`src/rtl/mdu_pkg.sv`:
```
// Shared encodings and constants for the iterative multiply/divide unit.
// Optional early-out multiply is enabled with `define MDU_EARLY_OUT_EN (see mdu_iter).
package mdu_pkg;

  localparam logic [1:0] MDU_MULT  = 2'b00;
  localparam logic [1:0] MDU_MULTU = 2'b01;
  localparam logic [1:0] MDU_DIV   = 2'b10;
  localparam logic [1:0] MDU_DIVU  = 2'b11;

  typedef enum logic [1:0] {IDLE, CALC, FIXUP} mduState;

  // Divide-by-zero LO value; sliced down to WIDTH (WIDTH <= 64).
  localparam logic [63:0] DIV_ZERO_LO = '1;

endpackage

```
`src/rtl/mdu_sign_fix.sv`:
```
// Sign handling for the MDU: operand magnitudes on entry and result negation in FIXUP,
// both built from one W-bit two's-complement negator.
module mdu_sign_fix #(
  parameter int WIDTH = 32
) (
  input  logic [WIDTH-1:0] opA,
  input  logic [WIDTH-1:0] opB,
  input  logic             isSigned,
  output logic [WIDTH-1:0] absA,
  output logic [WIDTH-1:0] absB,
  input  logic             isMul,
  input  logic             negHi,
  input  logic             negLo,
  input  logic [WIDTH-1:0] resHi,
  input  logic [WIDTH-1:0] resLo,
  output logic [WIDTH-1:0] fixHi,
  output logic [WIDTH-1:0] fixLo
);

  function automatic logic [WIDTH-1:0] neg(input logic [WIDTH-1:0] v);
    return ~v + WIDTH'(1);
  endfunction

  always_comb begin
    absA = (isSigned && opA[WIDTH-1]) ? neg(opA) : opA;
    absB = (isSigned && opB[WIDTH-1]) ? neg(opB) : opB;
    fixHi = resHi;
    fixLo = resLo;
    if (isMul) begin
      // 2W negate: low half negates alone, high half takes the carry only when low is zero.
      if (negLo) begin
        fixLo = neg(resLo);
        fixHi = ~resHi + {{(WIDTH-1){1'b0}}, (resLo == '0)};
      end
    end else begin
      if (negHi) fixHi = neg(resHi);
      if (negLo) fixLo = neg(resLo);
    end
  end

endmodule

```
`src/rtl/mdu_iter.sv`:
```
// Iterative radix-2 multiply/divide unit with HI/LO, MTHI/MTLO and flush.
// `define MDU_EARLY_OUT_EN lets multiply leave CALC once the remaining multiplier bits are zero.
module mdu_iter
  import mdu_pkg::*;
#(
  parameter int WIDTH = 32,
  parameter int CNT_W = $clog2(WIDTH) + 1
) (
  input  logic             clk,
  input  logic             rst,
  input  logic             start,
  input  logic [1:0]       op,
  input  logic [WIDTH-1:0] opA,
  input  logic [WIDTH-1:0] opB,
  input  logic             flush,
  input  logic             hiWe,
  input  logic             loWe,
  input  logic [WIDTH-1:0] wrData,
  output logic             busy,
  output logic             done,
  output logic             divZero,
  output logic [WIDTH-1:0] hi,
  output logic [WIDTH-1:0] lo
);

  mduState state, stateNxt;
  logic [CNT_W-1:0]   cnt;
  logic [2*WIDTH-1:0] acc, mcand;
  logic [WIDTH-1:0]   mplier;
  logic               isDiv, qSign, rSign, dzQ, lastStep, isSignedOp;
  logic [WIDTH-1:0]   absA, absB, resHi, resLo, fixHi, fixLo;
  logic [WIDTH:0]     divShift, divDiff;

  assign isSignedOp = (op == MDU_MULT) || (op == MDU_DIV);

  mdu_sign_fix #(.WIDTH(WIDTH)) uSignFix (
    .opA(opA), .opB(opB), .isSigned(isSignedOp), .absA(absA), .absB(absB),
    .isMul(!isDiv), .negHi(rSign), .negLo(qSign & ~dzQ),
    .resHi(resHi), .resLo(resLo), .fixHi(fixHi), .fixLo(fixLo)
  );

  // Divide: acc[W-1:0] is the partial remainder, mplier shifts dividend out and quotient in.
  // mcand holds the divisor low and the dividend magnitude high (returned as HI on /0).
  always_comb begin
    divShift = {acc[WIDTH-1:0], mplier[WIDTH-1]};
    divDiff  = divShift - {1'b0, mcand[WIDTH-1:0]};
    if (isDiv) begin
      resHi = dzQ ? mcand[2*WIDTH-1:WIDTH] : acc[WIDTH-1:0];
      resLo = mplier;
    end else begin
      resHi = acc[2*WIDTH-1:WIDTH];
      resLo = acc[WIDTH-1:0];
    end
  end

`ifdef MDU_EARLY_OUT_EN
  assign lastStep = (cnt == CNT_W'(WIDTH-1)) || (!isDiv && mplier[WIDTH-1:1] == '0);
`else
  assign lastStep = (cnt == CNT_W'(WIDTH-1));
`endif

  always_ff @(posedge clk) begin
    if (!rst) state <= IDLE;
    else      state <= stateNxt;
  end

  always_comb begin
    stateNxt = state;
    case (state)
      IDLE:    if (start) stateNxt = CALC;
      CALC:    if (lastStep) stateNxt = FIXUP;
      FIXUP:   stateNxt = IDLE;
      default: stateNxt = IDLE;
    endcase
    if (flush) stateNxt = IDLE;
  end

  always_ff @(posedge clk) begin
    if (!rst) begin
      hi      <= '0;
      lo      <= '0;
      busy    <= 1'b0;
      done    <= 1'b0;
      divZero <= 1'b0;
      cnt     <= '0;
      acc     <= '0;
      mcand   <= '0;
      mplier  <= '0;
      isDiv   <= 1'b0;
      qSign   <= 1'b0;
      rSign   <= 1'b0;
      dzQ     <= 1'b0;
    end else begin
      done    <= 1'b0;
      divZero <= 1'b0;
      busy    <= (stateNxt != IDLE);
      case (state)
        IDLE: begin
          if (hiWe) hi <= wrData;
          if (loWe) lo <= wrData;
          if (start && !flush) begin
            cnt    <= '0;
            acc    <= '0;
            isDiv  <= op[1];
            qSign  <= isSignedOp & (opA[WIDTH-1] ^ opB[WIDTH-1]);
            rSign  <= isSignedOp & opA[WIDTH-1];
            dzQ    <= op[1] && (opB == '0);
            mcand  <= op[1] ? {absA, absB} : {{WIDTH{1'b0}}, absA};
            mplier <= op[1] ? absA : absB;
          end
        end
        CALC: begin
          cnt <= cnt + 1'b1;
          if (isDiv) begin
            acc    <= {{WIDTH{1'b0}}, divDiff[WIDTH] ? divShift[WIDTH-1:0] : divDiff[WIDTH-1:0]};
            mplier <= {mplier[WIDTH-2:0], ~divDiff[WIDTH]};
          end else begin
            if (mplier[0]) acc <= acc + mcand;
            mcand  <= mcand << 1;
            mplier <= mplier >> 1;
          end
        end
        FIXUP: begin
          if (!flush) begin
            hi      <= fixHi;
            lo      <= dzQ ? DIV_ZERO_LO[WIDTH-1:0] : fixLo;
            done    <= 1'b1;
            divZero <= dzQ;
          end
        end
        default: ;
      endcase
    end
  end

endmodule

```
`config.mk`:
```
export PLATFORM = sky130hd
export DESIGN_NAME = mdu_iter
export DESIGN_NICKNAME = d
export VERILOG_FILES = /design/src/rtl/mdu_pkg.sv /design/src/rtl/mdu_sign_fix.sv /design/src/rtl/mdu_iter.sv
export SDC_FILE = /design/constraint.sdc
export NUM_CORES = 1
export LEC_CHECK = 0
export BUFFER_PORTS_ARGS = -buffer_cell sky130_fd_sc_hd__buf_4
export CORE_MARGIN = 5
export CORE_UTILIZATION = 35
export CTS_BUF_LIST = sky130_fd_sc_hd__clkbuf_8
export CTS_CLUSTER_DIAMETER = 60
export DETAILED_ROUTE_END_ITERATION = 12
export GPL_TIMING_DRIVEN = 1
export SLEW_MARGIN = 20
export SYNTH_ARGS = -nofsm -noshare
export SYNTH_HDL_FRONTEND = slang
export SYNTH_SLANG_ARGS = --single-unit
export TNS_END_PERCENT = 30
```
`constraint.sdc`:
```
create_clock -name clk -period 5.95 [get_ports clk]
set_clock_uncertainty 0.2 [all_clocks]
set_input_delay 1.19 -clock clk [delete_from_list [all_inputs] [get_ports clk]]
set_output_delay 1.19 -clock clk [all_outputs]
set_load 0.01 [all_outputs]
```
==> results.md <==
* Status: finished, final reports clean
* Synthesis-to-layout area growth at 14.41%
* Relative slew margins at 23.78%
* Flops & latches, synth at 239
* Row count at 87
* Post-DP HPWL at 65580 um
* TNS Setup at 0 ns
* Worst Path Max Fanout at 51
* First-pass GRT wire length at 124200 um
* Final setup fails at 0
* Initial core utilization at 35.27%
* R2R Path End: hi[22]$_SDFFE_PN0P_
* Cells after Synth at 2691
* Share of flip-flops with an asynchronous set or reset at 0%
* Longest Clk Path Bufs at 3
* Crit path time final at 5.114 ns
* IO Port Bufs at 170
* Max-cap check violation count at 0
* Detailed Route Iter0 Violations at 2268
* Gr ovfl total at 0
* Top cell type's share of synthesized area at 24.11%
* Worst skew pair latency at 0.64 ns
* Critical path startpoint category: register
* Vias at 21420
* Post-Syn Nets at 2900
* RSZ-0062 raised after global routing: false
* R2r startpoint: isDiv$_SDFFE_PN0P_
* Crit path DAT at 5.42 ns
* Clk slew on worst S/H paths at 0.06 ns
* Hold_buf cts at 0
* Hold slack final at 0.2551 ns
* CTS tree: yes
* CP max-delay cell: dfxtp_4
* Clock sinks at 239
* Final WL at 84490 um
* Setup crit end kind: register
* Hold Vio Cnt, Final at 0
* Main synth FF type: dfxtp_1
* Pin count of the biggest net entering global routing at 86
* I/O Pins at 171
* CTS root buffer: clkbuf_8
* Hold_sp: lo[11]$_SDFFE_PN0P_
* Fmax at 195.5 MHz
* Worst Tran Pin Value at 1.142 ns
* CTS resizes at 0
* Worst path buffer plus inverter count at 0
* Ranking of synthesized cells by area: dfxtp_1 24%, a21oi_1 6.6%, ha_1 6.5%
* R2R Setup Slk at 0.84 ns
* Postcts setup bufs at 0
* Netlist cell types at 79
* WP data required at 6.26 ns
* Vias per inst at 6.022
* Sequential fraction of the synthesis area at 24.11%
* Static Leak at 0.009114 uW
* Fill cells at 5844
* Crit-path cells: mux2i_1 -> nand2b_1 -> or3_1 -> or2_1 -> or3_1 -> or3_1 -> nor2_1 -> ha_1 -> ha_1 -> nand2_1 -> a32oi_1 -> nand2_1 -> nor2_1 -> a31oi_1 -> xnor2_1 -> mux2i_1 -> o21ai_0
* Die Ht at 248.1 um
* # DRC at 0
* Power Dens Cells at 218.4 mW/mm2
* DIE AREA at 0.06157 mm2
* Synth cell count leaders: 310 x nor2_1, 268 x nand2_1, 262 x a21oi_1
* Most common cell on crit path: or3_1
* First-pass DRT Iterations at 8
* Synth area leader: dfxtp_1
* Final antenna-violating net count at 0
* CTS Buf Count at 46
* Slew Limit Fails at 0
* Yosys warns at 0
* Layout Nets at 2974
* GRT Overall Usage at 26.13%
* Crit path kind: reg -> reg
* Register-to-Register Path Depth at 17
* Routability Congestion at 1.038
* CTS H-tree lvls at 2
* Count leader, synth: nor2_1
* Family with the most delay on the worst path: simple AND/OR/NAND/NOR gates
* Worst Hold End: lo[11]$_SDFFE_PN0P_
* Number of synthesized flops with an enable pin at 0
* Hold Path Stages at 2
* Max incr delay on CP at 0.74 ns
* Core area at 0.05628 mm2
* Initial antenna violation count at 1
* Wirelength per Cell at 23.76 um
* Vias in the first global route at 19750
* Crit share post-route at 85.95%
* Avg Cell Area, Syn at 7.376 um2
* Peak VDD IR at 0.1639 mV
* Layout cells sized above 1 at 12.15%
* Hold Crit Class: reg -> reg
* Die width at 248.1 um
* Synth Cell Area at 0.01985 mm2
[cell type report]
cell class                 count  area [um2]  area share, %
clock inverter                25       220.2         0.9698
sequential                   239        4790          21.09
clock buffer                  57       784.5          3.455
antenna                        1       2.502        0.01102
inverter                      74       280.3          1.234
tap                          756       945.9          4.166
timing repair buffer         213        1599          7.042
multi-input combinational   2191       14090          62.03
[registers in the layout, indices dropped and copies added, names as in the netlist]
register / cells
acc: 64
mcand: 64
hi: 32
lo: 32
mplier: 32
cnt: 6
state: 2
busy: 1
divZero: 1
done: 1
dzQ: 1
isDiv: 1
qSign: 1
rSign: 1
[report_power, final]
part	total (uW)	leakage [uW]	internal, uW	switching [uW]
Clock	1850	0.000562	1040	806
Sequential	1830	0.00196	1700	130
Combinational	1290	0.00659	471	817
Total	4960	0.00911	3210	1750
[tightest hold or removal path, cell delays in order (launching register included)]
cell     delay [ns]
dfxtp_1        0.31
nand2_1        0.05
a21oi_1        0.05
[metrics by stage]
step / cell area [um2] / utilization, % / cells / setup slack, ns / total power, uW
floorplan: 19850 / - / 2691 / 0.6147 / 2632
global placement: 21700 / 38.56 / 3473 / 1.077 / 3094
detailed placement: 21700 / 38.56 / 3473 / 0.9392 / 3110
CTS: 22710 / 40.35 / 3555 / 0.9062 / 4959
global route: 22710 / 40.35 / 3555 / 0.4402 / 5173
finish: 22710 / 40.35 / 3556 / 0.8361 / 4960
[cell usage in the layout, fill, tap and decap left out, types with 90 or more instances in the layout]
master | synthesis | final
a211oi_1 | 90 | 90
a21oi_1 | 262 | 261
buf_4 | 7 | 213
dfxtp_1 | 239 | 237
ha_1 | 103 | 103
nand2_1 | 268 | 268
nor2_1 | 310 | 306
o21ai_0 | 160 | 159
xnor2_1 | 105 | 105
xor2_1 | 98 | 98
[per-layer routing]
layer	vias up	share of wire, %	wire length [um]	global-route usage (%)
li1	10030	-	-	-
met4	2	5.5	4666	12.50
met5	-	0.018	15	0
met2	1093	42	35240	38.82
met3	203	9.2	7742	4.292
met1	10080	44	36820	36.83
[kinds of logic after synthesis]
family / count (synthesis) / synth area share, %
xor+xnor: 204 / 9.040
fa+ha+maj: 105 / 6.695
flops: 239 / 24.11
mux: 100 / 5.207
compound gates: 922 / 30.39
simple gates: 860 / 19.23
buf+inv: 261 / 5.327
[worst max path at each step]
stage	from	end	slack [ns]	cells after the start
global placement	isDiv$_SDFFE_PN0P_	hi[18]$_SDFFE_PN0P_	1.08	17
floorplan	isDiv$_SDFFE_PN0P_	hi[29]$_SDFFE_PN0P_	0.61	25
detailed placement	isDiv$_SDFFE_PN0P_	hi[22]$_SDFFE_PN0P_	0.94	17
global route	isDiv$_SDFFE_PN0P_	hi[22]$_SDFFE_PN0P_	0.44	17
CTS	isDiv$_SDFFE_PN0P_	hi[22]$_SDFFE_PN0P_	0.91	17
finish	isDiv$_SDFFE_PN0P_	hi[22]$_SDFFE_PN0P_	0.84	17
Note: power is estimated with default switching activity, not from simulation.
